===== src/rtl/stopwatch_ctrl_pkg.sv =====
// Shared definitions for the stopwatch controller: FSM state encoding and
// default conditioner timing used by the controller and the display mux.
package stopwatch_ctrl_pkg;

  // Default stability filter length and the counter width that must hold DB_CYCLES-1
  localparam int DB_CYCLES_DEF = 16;
  localparam int CNT_W_DEF     = 5;

  typedef enum logic [1:0] {
    ST_CLEAR  = 2'b00,
    ST_RUN    = 2'b01,
    ST_PAUSE  = 2'b10,
    ST_ADJUST = 2'b11
  } swState_e;

  // Transition taken on a pause press outside ADJUST
  function automatic swState_e pauseToggle(input swState_e cur);
    case (cur)
      ST_RUN:  pauseToggle = ST_PAUSE;
      default: pauseToggle = ST_RUN;
    endcase
  endfunction

endpackage


===== src/rtl/stopwatch_ctrl_btn_cond.sv =====
// Input conditioner: two-flop synchroniser, stability filter and a
// registered rising-edge press pulse for one raw board input.
module btn_cond
  import stopwatch_ctrl_pkg::*;
#(
  parameter int DB_CYCLES = DB_CYCLES_DEF,
  parameter int CNT_W     = CNT_W_DEF
) (
  input  logic clk,
  input  logic rst_n,
  input  logic raw,
  output logic level,
  output logic press
);

  localparam logic [CNT_W-1:0] CNT_LAST = CNT_W'(DB_CYCLES - 1);

  logic             s1;
  logic             s2;
  logic             stable;
  logic             stableD;
  logic [CNT_W-1:0] cnt;

  // A level change is accepted only after DB_CYCLES consecutive mismatching samples
  always_ff @(posedge clk or negedge rst_n) begin
    if (!rst_n) begin
      s1      <= 1'b0;
      s2      <= 1'b0;
      stable  <= 1'b0;
      stableD <= 1'b0;
      cnt     <= '0;
      press   <= 1'b0;
    end else begin
      s1      <= raw;
      s2      <= s1;
      stableD <= stable;
      press   <= stable & ~stableD;
      if (s2 != stable) begin
        if (cnt == CNT_LAST) begin
          stable <= s2;
          cnt    <= '0;
        end else begin
          cnt <= cnt + CNT_W'(1);
        end
      end else begin
        cnt <= '0;
      end
    end
  end

  assign level = stable;

endmodule


===== src/rtl/stopwatch_ctrl.sv =====
// Run/pause/clear/adjust controller: conditions board inputs, sequences the
// stopwatch FSM and gates divider ticks into counter/adjust enables.
module stopwatch_ctrl
  import stopwatch_ctrl_pkg::*;
#(
  parameter int DB_CYCLES = DB_CYCLES_DEF,
  parameter int CNT_W     = CNT_W_DEF
) (
  input  logic       clk,
  input  logic       rst_n,
  input  logic       btn_pause,
  input  logic       btn_reset,
  input  logic       sw_adj,
  input  logic       sw_sel,
  input  logic       tick_1hz,
  input  logic       tick_2hz,
  output logic       cnt_en,
  output logic       cnt_clr,
  output logic       adj_en,
  output logic       adj_sel,
  output logic       blink,
  output logic [1:0] state
);

  logic pauseLevel, pausePress;
  logic resetLevel, resetPress;
  logic adjLevel, adjPress;
  logic selLevel, selPress;
  logic unusedBits;

  swState_e curState;
  swState_e nextState;

  btn_cond #(.DB_CYCLES(DB_CYCLES), .CNT_W(CNT_W)) uPause (
    .clk(clk), .rst_n(rst_n), .raw(btn_pause), .level(pauseLevel), .press(pausePress)
  );

  btn_cond #(.DB_CYCLES(DB_CYCLES), .CNT_W(CNT_W)) uReset (
    .clk(clk), .rst_n(rst_n), .raw(btn_reset), .level(resetLevel), .press(resetPress)
  );

  btn_cond #(.DB_CYCLES(DB_CYCLES), .CNT_W(CNT_W)) uAdj (
    .clk(clk), .rst_n(rst_n), .raw(sw_adj), .level(adjLevel), .press(adjPress)
  );

  btn_cond #(.DB_CYCLES(DB_CYCLES), .CNT_W(CNT_W)) uSel (
    .clk(clk), .rst_n(rst_n), .raw(sw_sel), .level(selLevel), .press(selPress)
  );

  // Switches are used as levels and the clear button only as a press
  assign unusedBits = ^{adjPress, selPress, resetLevel};

  always_ff @(posedge clk or negedge rst_n) begin
    if (!rst_n) begin
      curState <= ST_CLEAR;
    end else begin
      curState <= nextState;
    end
  end

  // Adjust switch dominates, then clear press, then pause press
  always_comb begin
    nextState = curState;
    if (adjLevel) begin
      nextState = ST_ADJUST;
    end else if (curState == ST_ADJUST) begin
      nextState = ST_PAUSE;
    end else if (resetPress) begin
      nextState = ST_CLEAR;
    end else if (pausePress) begin
      nextState = pauseToggle(curState);
    end
  end

  // Clear pulses on every accepted clear press, even while adjusting
  always_ff @(posedge clk or negedge rst_n) begin
    if (!rst_n) begin
      cnt_clr <= 1'b0;
      blink   <= 1'b0;
    end else begin
      cnt_clr <= resetPress;
      if (curState == ST_ADJUST && nextState == ST_ADJUST) begin
        blink <= blink ^ tick_2hz;
      end else begin
        blink <= 1'b0;
      end
    end
  end

  assign cnt_en  = tick_1hz & (curState == ST_RUN);
  assign adj_en  = tick_2hz & (curState == ST_ADJUST) & ~pauseLevel;
  assign adj_sel = selLevel;
  assign state   = curState;

endmodule


===== config.mk =====
export PLATFORM = sky130hd
export DESIGN_NAME = stopwatch_ctrl
export DESIGN_NICKNAME = d
export VERILOG_FILES = /design/src/rtl/stopwatch_ctrl_pkg.sv /design/src/rtl/stopwatch_ctrl_btn_cond.sv /design/src/rtl/stopwatch_ctrl.sv
export SDC_FILE = /design/constraint.sdc
export NUM_CORES = 1
export LEC_CHECK = 0
export ABC_AREA = 1
export BUFFER_PORTS_ARGS = -buffer_cell sky130_fd_sc_hd__buf_2
export CELL_PAD_IN_SITES_DETAIL_PLACEMENT = 0
export CELL_PAD_IN_SITES_GLOBAL_PLACEMENT = 1
export CORE_MARGIN = 10
export CORE_UTILIZATION = 35
export DETAILED_ROUTE_END_ITERATION = 8
export GPL_ROUTABILITY_DRIVEN = 0
export PLACE_DENSITY = 0.72
export SLEW_MARGIN = 20
export SYNTH_ARGS = -nofsm -noshare
export SYNTH_HDL_FRONTEND = slang
export SYNTH_SLANG_ARGS = --single-unit
export TNS_END_PERCENT = 100

===== constraint.sdc =====
create_clock -name clk -period 1.2 [get_ports clk]
set_input_delay 0.18 -clock clk [delete_from_list [all_inputs] [get_ports clk]]
set_output_delay 0.18 -clock clk [all_outputs]
set_load 0.05 [all_outputs]

=== Yosys cells after proc, flatten, opt, wreduce, memory -nomap -nowiden ===
Index checks and enable logic that the tools add are counted.
Widths: inputs -> output; s select.

* Flip-flop bits (word level): 40
* Input bits: 8
* Output and inout bits: 7
* Logic and storage cells: 66

* $add $sub $neg: 4
* Equal/unequal tests: 11
* Multiplexer cells: 14
* Bitwise logic cells: 9
* Reduce and logical (&&, ||, !) cells: 5

{| class="wikitable"
|+ Operators by type and width
! kind !! count
|-
| $mux 5 || 8
|-
| $add 5x1->5 const B || 4
|-
| $eq 5x4->1 const B || 4
|-
| $mux 2 || 5
|-
| $reduce_and 2->1 || 4
|-
| $and 1x1->1 || 5
|-
| $eq 2x2->1 const B || 2
|-
| $ne 1x1->1 || 4
|-
| $not 1->1 || 3
|-
| $eq 2x1->1 const B || 1
|-
| $logic_and 1x1->1 || 1
|-
| $mux 1 || 1
|-
| $xor 1x1->1 || 1
|}

=== Logic depth before layout (Yosys ltp) ===
Gate-level depths: netlist of the first run.

* Depth after elaboration: 9
* Mapped depth: 5
* Mapped depth without buffers: 5

=== By module ===
From an unflattened synthesis of the first run, not the netlist that was laid out.

* Cell total of the unflattened synthesis: 183
* Area total of the unflattened synthesis: 1722.9 µm²

{| class="wikitable"
|+ Modules (own cells, without submodules)
! module !! times used !! cells an instance !! area each (µm²) !! seq. area each (µm²)
|-
| btn_cond || 4 || 39 || 380.4 || 250.2
|-
| stopwatch_ctrl || 1 || 27 || 201.4 || 100.1
|}

=== Worst setup path after synthesis of the first run ===
OpenSTA, ideal clock, no wires.

* Path kind: register -> output
* From: reg curState[0], in the netlist state[0]
* To: out adj_en
* Data arrival time: 1.478 ns
* Data required time: 1.020 ns
* Slack: -0.458 ns
* Cell stages (with the launch flop): 3
* Path buffers: 0
* Path through: dfrtp_1 nand2_1 nor2_1

* Longest elaborated chain between the ends: 3

{| class="wikitable"
|+ Ends and longest elaborated chain
! element !! line !! RTL
|-
| start: declaration || stopwatch_ctrl.sv:31 || <nowiki>swState_e curState;</nowiki>
|-
| start signal: assignment || stopwatch_ctrl.sv:57 || <nowiki>curState <= nextState;</nowiki>
|-
| $eq 2x2->1 || stopwatch_ctrl.sv:91 || <nowiki>assign adj_en = tick_2hz & (curState == ST_ADJUST) & ~pauseLevel;</nowiki>
|-
| $and 1x1->1 (2 in a row) || stopwatch_ctrl.sv:91 ||
|-
| end: declaration || stopwatch_ctrl.sv:19 || <nowiki>output logic adj_en,</nowiki>
|}

Every way passes these cells.

=== Worst setup path after layout of the first run ===
* From: reg curState[1], in the netlist state[1]
* To: out cnt_en

* Longest elaborated chain between the ends: 2

{| class="wikitable"
|+ Ends and longest elaborated chain
! element !! line !! RTL
|-
| $eq 2x1->1 || stopwatch_ctrl.sv:90 || <nowiki>assign cnt_en = tick_1hz & (curState == ST_RUN);</nowiki>
|-
| $and 1x1->1 || stopwatch_ctrl.sv:90 ||
|-
| end: declaration || stopwatch_ctrl.sv:17 || <nowiki>output logic cnt_en,</nowiki>
|}

Every way passes these cells.

==> results of run 1 <==
layout by cell type (no fill, tap or decap):
master         Yosys  layout
nand2_1           46      45
dfrtp_1           40      38
nor2_1            30      29
inv_1             24      22
buf_2              0      12
nand3_1            9       9
nand4_1            8       8
xnor2_1            5       5
clkbuf_8           0       5
dlygate4sd3_1      0       5
buf_4              0       4
ha_1               4       3
inv_2              0       2
o21ai_0            2       2
buf_8              0       2
dfrtp_2            0       2
a21oi_1            1       1
and3_4             0       1
nand2_2            0       1
nor2_4             0       1
ha_2               0       1
clkinv_2           0       1
clkbuf_1           0       1
bufinv_16          0       1
buf_12             0       1
power by group through the flow:
stage / sequential, mW / combinational (mW) / clock (mW)
floorplan: 1.47 / 0.0818 / 0
global placement: 1.46 / 0.153 / 0
detailed placement: 1.47 / 0.160 / 0
CTS: 1.44 / 0.181 / 1.10
global route: 1.45 / 0.202 / 1.15
finish: 1.44 / 0.177 / 1.06
final cells by class:
| cell class | count | area, um^2 | area share |
|---|---|---|---|
| well taps | 52 | 65.1 | 0.0330 |
| clock inverters | 2 | 35.0 | 0.0178 |
| inverters | 24 | 90.1 | 0.0457 |
| clock buffers | 6 | 72.6 | 0.0368 |
| flip-flops and latches | 40 | 1000 | 0.510 |
| multi-input cells | 106 | 513 | 0.260 |
| repair buffers | 24 | 190 | 0.0966 |
worst max-delay path: stages, from the launching register on:
cell and delay [ns]:
dfrtp_2 0.43, inv_2 0.06, and3_4 0.17, buf_8 0.14
final timing paths:
check / startpoint / to / slack (ns) / depth (start not counted)
worst max-delay path: state[1] / cnt_en / -0.06 / 3
worst min-delay path: tick_2hz / blink / 0.19 / 3
worst max register to register: uSel.cnt[0] / uSel.cnt[0] / 0.12 / 4
worst min register to register: uAdj.s1 / uAdj.s2 / 0.35 / 0
max in group asynchronous: rst_n / state[0] / 0.45 / 3
min in group asynchronous: rst_n / uSel.cnt[2] / 0.30 / 2
cell families (layout without fill, tap and decap cells):
family / count (synthesis) / after routing / share of synthesized area
AND/OR/NAND/NOR: 94 / 94 / 0.244
flip-flops: 40 / 40 / 0.631
buffers and inverters: 24 / 56 / 0.0568
XOR/XNOR: 5 / 5 / 0.0276
adder cells (fa/ha/maj): 4 / 4 / 0.0315
AO/OA/AOI/OAI: 3 / 3 / 0.00946
per-layer routing:
metal | GRT usage | vias up | routed length [um]
li1 | - | 586 | -
met1 | 0.0970 | 522 | 1330
met2 | 0.126 | 14 | 1250
met3 | 0.0346 | 6 | 114
met4 | 0.0304 | 0 | 45
met5 | 0 | - | 0
Yosys cell counts (all sizes together):
cell    n
a21oi   1
and3    1
dfrtp  40
ha      4
inv    24
nand2  46
nand3   9
nand4   8
nor2   30
o21ai   2
xnor2   5
sequential cells by signal, summed over array words and instances, names as in the netlist, 2 cells and up:
signal      cells
state           2
uReset.cnt      5
uSel.cnt        5
uAdj.cnt        5
uPause.cnt      5
repair_timing:
action,4_1_cts,5_1_grt
pin swaps,0,0
resized for setup,10,1
endpoints found under the setup margin,2,4
endpoints found under the hold margin,14,0
setup buffers,3,0
hold buffers,5,0
==> flow_summary.toml, run 1 <==
[status]
status = "finished, violations left"
violations = "setup timing"

[pwr]
combPwrFrac = 0.066
p_switching_mw = 0.584
p_int_mw = 2.09
p_leak_nw = 1.01
switching_share = 0.218
p_total_mw = 2.68
p_clk_frac = 0.396
p_seq_frac = 0.538
irDropWorstVdd_mv = 0.956
p_per_area_mw_per_mm2 = 1360

[sta]
fin_skew_ns = 0.00820
slew-limit-headroom = 0.798
rsz0062_at_grt = "yes"
hold_viol = 0
max_freq_ghz = 0.793
finalSetupViolCount = 2
layout_setup_ws_ns = -0.0613
min_period_ns = 1.26
fin_crit_sh = 1.05
tightest_slew_ns = 0.302
hold_slack_ns = 0.187
setup_tns_ns = -0.116
final_max_slew_viol_count = 0

[clock_network]
cts_tree = "yes"
cts_buffers = 5
clkTransAtPathRegs_ns = 0.08
cts_max_path_buffers = 2
cts_htree_levels = 2
clock-sinks = 40
cts-root-buf = "clkbuf_8"
insertion_delay_ns = 0.29

[global_route]
grt_pass1_wl_mm = 4.97
grt_overflow = 0
grt_max_degree = 22
grt_use_total = 0.0811
antenna_found_initial = 0
grt_pass1_vias = 1162

[setup_path]
start_kind = "flop"
critPathKind = "reg -> out"
critPathMaxFanout = 4
critPathArrivalTime_ns = 1.08
cp.required_ns = 1.02
endpoint_kind = "primary output"

[final_layout]
finish.utilization = 0.449
instances_no_fill = 254
final_area_mm2 = 0.00197
drive_above_1_share = 0.168
area_growth_pct = 24.1
fill_cells = 411
nNetsFinal = 213
num_antenna_cells = 0

[route]
drt-initial-drc-count = 32
post_drt_wl_per_cell_um = 10.8
routed_via_density = 4.44
vias = 1128
dr.pass1.iters = 3
route.detailed.drc = 0
drtAntennaViolNets = 0
routed_wl_mm = 2.75

[synth]
netlist_instances = 170
netlist_top_cells_area = "dfrtp_1 63%, nand2_1 11%, nor2_1 7.1%"
ys_seq_area_frac = 0.631
synth_area_leader_cell = "dfrtp_1"
synth_top_area_frac = 0.631
synth_fp_nets = 182
synth_area_mm2 = 0.00159
syn_area_per_cell_um2 = 9.33
synth_cell_types = 11
yosys_warnings = 0
synth_seq_cells = 40

[worst_hold_path]
hold_path.class = "in -> reg"

[placement]
post_dp_cell_area_mm2 = 0.00176
dp_slack_ns = 0.104
place_hpwl_mm = 2.04
dp.cells = 238
portBuffers = 14

[die]
ios = 15
row_count = 24
die_w_um = 87.3
die-area_mm2 = 0.00763
die_y_um = 87.3
core_area_mm2 = 0.00438
start_util = 0.362

[run]
max_cap_viol_count = 0
No activity file was read; power rests on OpenSTA's default activity.
==> run 2, diff against run 1 <==
--- a/config.mk
+++ b/config.mk
@@ -12,7 +12,7 @@
 export CORE_MARGIN = 10
 export CORE_UTILIZATION = 35
 export DETAILED_ROUTE_END_ITERATION = 8
-export GPL_ROUTABILITY_DRIVEN = 0
+export GPL_ROUTABILITY_DRIVEN = 1
 export PLACE_DENSITY = 0.72
 export SLEW_MARGIN = 20
 export SYNTH_ARGS = -nofsm -noshare
==> constraint.sdc (replaced) <==
create_clock -name clk -period 1.2 [get_ports clk]
set_input_delay 0.06 -clock clk [delete_from_list [all_inputs] [get_ports clk]]
set_output_delay 0.06 -clock clk [all_outputs]
set_load 0.05 [all_outputs]
==> run 2 against run 1 <==
  * The run now ends clean
  * Cell area is 0.89% lower
  * Clock-buffer cell count increased by 1
  * Largest cell class unchanged
  * First-iteration DRC count increased by 97%
  * Critical path type unchanged
  * Clock power down 13%
  * Register-to-register slack better by 0.04 ns
==> flow_summary.toml, run 2 (synthesized netlist as in run 1, its figures left out) <==
[clock_network]
cts_buffers = 5
cts_htree_levels = 2
cts_max_path_buffers = 2
cts-root-buf = "clkbuf_8"
cts_tree = "yes"
insertion_delay_ns = 0.28
clkTransAtPathRegs_ns = 0.07
clock-sinks = 40

[placement]
dp.cells = 237
place_hpwl_mm = 1.91
place_congestion = 0.783
portBuffers = 14

[route]
routed_wl_mm = 2.63
route.detailed.drc = 0
post_drt_wl_per_cell_um = 10.4
vias = 1163
drt-initial-drc-count = 63
routed_via_density = 4.60
drtAntennaViolNets = 0
dr.pass1.iters = 4

[setup_path]
r2r_cells = 4
cp_cell_sequence = "inv_2 > and3_2 > buf_8"
crit_end = "cnt_en"
path_delay_family = "flip-flops"
critPathKind = "reg -> out"
cp.required_ns = 1.14
rr_endpoint = "uSel.cnt[0]"
critPathMaxFanout = 3
start_kind = "flop"
ff2ff_setup_slack_ns = 0.16
cp_slowest_cell = "dfrtp_1"
max_stage_delay_ns = 0.41
endpoint_kind = "primary output"
critPathArrivalTime_ns = 1.09
startpoint = "state[1]"
r2r-start = "uSel.cnt[0]"
crit_buf_inv = 2
crit_cells = 3

[pwr]
p_leak_nw = 1.02
irDropWorstVdd_mv = 0.838
p_per_area_mw_per_mm2 = 1300

[die]
start_util = 0.362
row_count = 24
ios = 15
core_area_mm2 = 0.00438
die-area_mm2 = 0.00763
die_y_um = 87.3
die_w_um = 87.3

[global_route]
grt_pass1_wl_mm = 4.63
grt_pass1_vias = 1077
grt_use_total = 0.0747
antenna_found_initial = 0
grt_overflow = 0
grt_max_degree = 25

[sta]
slew-limit-headroom = 0.726
setup_tns_ns = 0
final_max_slew_viol_count = 0
hold_slack_ns = 0.0779
tightest_slew_ns = 0.412
rsz0062_at_grt = "no"
hold_viol = 0
min_period_ns = 1.15
fin_crit_sh = 0.956
max_freq_ghz = 0.872
fin_skew_ns = 0.00282
finalSetupViolCount = 0

[final_layout]
instances_no_fill = 253
nNetsFinal = 213
mostFrequentLayoutCell = "nand2_1"
mostFrequentLayoutCells = "44 x nand2_1, 40 x dfrtp_1, 29 x nor2_1"
num_antenna_cells = 0
area_growth_pct = 23.0
fill_cells = 422
drive_above_1_share = 0.154

[worst_hold_path]
hold_path.class = "in -> reg"
worstHoldPathCells = 3

[run]
max_cap_viol_count = 0

[status]
status = "completed"
[run 2: changes by cell type in the layout (fill, tap and decap cells not counted), sizes merged]
cell | previous run | this run
clkbuf | 6 | 7
bufinv | 1 | 0
clkinv | 1 | 0
[run 2: how the worst min path moves through the flow]
stage,slack (ns),startpoint,endpoint
after floorplan,-0.24,rst_n,blink
after global placement,0.02,rst_n,uSel.s2
after detailed placement,0.02,rst_n,uSel.level
after CTS,0.06,tick_2hz,blink
after global routing,0.07,tick_2hz,blink
final,0.08,tick_2hz,blink
[run 2: layout make-up]
cell class | instances | area (um^2) | area share
flip-flops and latches | 40 | 1000 | 0.513
repair buffers | 24 | 190 | 0.0974
inverters | 24 | 90.1 | 0.0462
multi-input cells | 106 | 509 | 0.261
clock buffers | 7 | 96.3 | 0.0494
well taps | 52 | 65.1 | 0.0333
[run 2: timing repair]
action	CTS	global route
cloned	0	0
hold buffers	5	0
hold endpoints to repair	20	0
resized for setup	5	4
buffers inserted	2	2
pin swaps	0	0
setup endpoints to repair	2	2
[run 2: worst reg2reg max path, stage by stage, from the launching register on]
cell and delay (ns):
dfrtp_1 0.41, ha_1 0.25, nand4_1 0.14, nand2_1 0.09, nor2_1 0.09
[run 2: metal layers]
| layer | track usage | part of all wire | vias up |
|---|---|---|---|
| li1 | - | - | 585 |
| met1 | 0.0859 | 0.47 | 549 |
| met2 | 0.118 | 0.46 | 27 |
| met3 | 0.0328 | 0.062 | 2 |
| met4 | 0.0304 | 0.0069 | 0 |
| met5 | 0 | 0 | - |
[run 2: per-stage QoR]
step / worst slack, ns / util / instance area (um^2) / power [mW]
5_1_grt: 0.00488 / 0.445 / 1950 / 2.68
3_3_place_gp: 0.173 / 0.399 / 1750 / 1.61
4_1_cts: 0.0111 / 0.440 / 1930 / 2.60
3_5_place_dp: 0.146 / 0.399 / 1750 / 1.62
2_1_floorplan: -0.0338 / - / 1600 / 1.55
6_report: 0.0529 / 0.445 / 1950 / 2.54
[run 2: power breakdown]
group | total, mW | internal, mW | switching, mW
clock network | 0.926 | 0.512 | 0.415
logic | 0.171 | 0.0756 | 0.0952
registers | 1.44 | 1.40 | 0.0439
==> run 3, diff against run 2 <==
--- a/config.mk
+++ b/config.mk
@@ -14,6 +14,7 @@
 export DETAILED_ROUTE_END_ITERATION = 8
 export GPL_ROUTABILITY_DRIVEN = 1
 export PLACE_DENSITY = 0.72
+export RECOVER_POWER = 25
 export SLEW_MARGIN = 20
 export SYNTH_ARGS = -nofsm -noshare
 export SYNTH_HDL_FRONTEND = slang
==> run 3 against run 2 <==
  * Non-clock buffer count stayed put
  * Core utilization stayed put
  * Sequential power hardly changed
==> flow_summary.toml, run 3 (synthesized netlist as in run 1, its figures left out) <==
[setup_path]
cp_cell_sequence = "inv_2 > and3_2 > buf_8"
cp.required_ns = 1.14
max_stage_delay_ns = 0.41
critPathKind = "reg -> out"
cp_slowest_cell = "dfrtp_1"
endpoint_kind = "primary output"
critPathMaxFanout = 3
start_kind = "flop"
r2r_cells = 4
critPathArrivalTime_ns = 1.09

[die]
row_count = 24
die_y_um = 87.3
start_util = 0.362
core_area_mm2 = 0.00438
die-area_mm2 = 0.00763
die_w_um = 87.3
ios = 15

[route]
route.detailed.drc = 0
post_drt_wl_per_cell_um = 10.4
vias = 1163
dr.pass1.iters = 4
routed_via_density = 4.60
routed_wl_mm = 2.62
drtAntennaViolNets = 0
drt-initial-drc-count = 63

[pwr]
combPwrFrac = 0.067
p_leak_nw = 1.02
switching_share = 0.218
p_clk_frac = 0.365
p_switching_mw = 0.555
p_seq_frac = 0.568
irDropWorstVdd_mv = 0.840
p_per_area_mw_per_mm2 = 1300
p_int_mw = 1.98

[sta]
min_period_ns = 1.15
fin_crit_sh = 0.956
max_freq_ghz = 0.872
fin_skew_ns = 0.00318
slew-limit-headroom = 0.694
final_max_slew_viol_count = 0
hold_viol = 0
rsz0062_at_grt = "no"
tightest_slew_ns = 0.458
hold_slack_ns = 0.0779
finalSetupViolCount = 0

[worst_hold_path]
hold_path.class = "in -> reg"
worstHoldPathCells = 3

[clock_network]
clkTransAtPathRegs_ns = 0.07
cts_tree = "yes"
cts_htree_levels = 2
cts-root-buf = "clkbuf_8"
clock-sinks = 40
insertion_delay_ns = 0.28
cts_buffers = 5
cts_max_path_buffers = 2

[global_route]
grt_pass1_wl_mm = 4.63
grt_pass1_vias = 1077
grt_max_degree = 25
grt_overflow = 0
grt_use_total = 0.0747
antenna_found_initial = 0

[final_layout]
mostFrequentLayoutCells = "44 x nand2_1, 40 x dfrtp_1, 29 x nor2_1"
num_antenna_cells = 0
mostFrequentLayoutCell = "nand2_1"
final_area_mm2 = 0.00195
multi_input_area_um2 = 509
nNetsFinal = 213
instances_no_fill = 253
regArea_mm2 = 0.00100
drive_above_1_share = 0.154
area_growth_pct = 23.0
fill_cells = 422

[status]
status = "completed"

[placement]
dp.cells = 237
place_hpwl_mm = 1.91
portBuffers = 14
post_dp_cell_area_mm2 = 0.00175
place_congestion = 0.783

[run]
max_cap_viol_count = 0
==> run 3: worst paths after layout <==
| check | from | end | slack [ns] |
|---|---|---|---|
| worst max-delay path | state[1] | cnt_en | 0.05 |
| worst min-delay path | tick_2hz | blink | 0.08 |
| worst max register to register | uSel.cnt[0] | uSel.cnt[0] | 0.16 |
| worst min register to register | uReset.s1 | uReset.s2 | 0.35 |
| max in group asynchronous | rst_n | uReset.s1 | 0.46 |
| min in group asynchronous | rst_n | uSel.level | 0.26 |
==> run 3: area by class of cell <==
class | count | area share
multi-input combinational | 106 | 0.261
tap | 52 | 0.0333
clock buffer | 7 | 0.0494
inverter | 24 | 0.0462
timing repair buffer | 24 | 0.0974
sequential | 40 | 0.513
==> run 3: critical path: cells and delay by family (launching register included) <==
kind | cells | cell delay [ns]
buffers and inverters | 2 | 0.21
AND/OR/NAND/NOR | 1 | 0.18
flip-flops | 1 | 0.41
==> run 3: routing by layer <==
| metal | track usage | wire, um | vias to the layer above |
|---|---|---|---|
| met2 | 0.118 | 1220 | 27 |
| met3 | 0.0328 | 163 | 2 |
| met5 | 0 | 0 | - |
| met1 | 0.0859 | 1230 | 549 |
| li1 | - | - | 585 |
| met4 | 0.0304 | 18 | 0 |
==> run 3: repair_timing <==
action                                  4_1_cts  5_1_grt
buffers inserted                              2        2
hold endpoints to repair                     20        0
hold buffers                                  5        0
endpoints found under the setup margin        2        2
gates cloned                                  0        0
resized for setup                             5        4
==> run 3: power groups by stage <==
| stage | logic (mW) | clock network [mW] | registers, mW |
|---|---|---|---|
| CTS | 0.171 | 0.986 | 1.44 |
| finish | 0.171 | 0.927 | 1.44 |
| global route | 0.199 | 1.03 | 1.45 |
| global placement | 0.151 | 0 | 1.46 |
| detailed placement | 0.154 | 0 | 1.47 |
| floorplan | 0.0818 | 0 | 1.47 |
==> run 3: stage by stage <==
step | power [mW] | setup WS (ns) | TNS, ns | util
2_1_floorplan | 1.55 | -0.0338 | -0.0338 | -
3_3_place_gp | 1.61 | 0.173 | 0 | 0.399
3_5_place_dp | 1.62 | 0.146 | 0 | 0.399
4_1_cts | 2.60 | 0.0111 | 0 | 0.440
5_1_grt | 2.68 | 0.00488 | 0 | 0.445
6_report | 2.54 | 0.0529 | 0 | 0.445
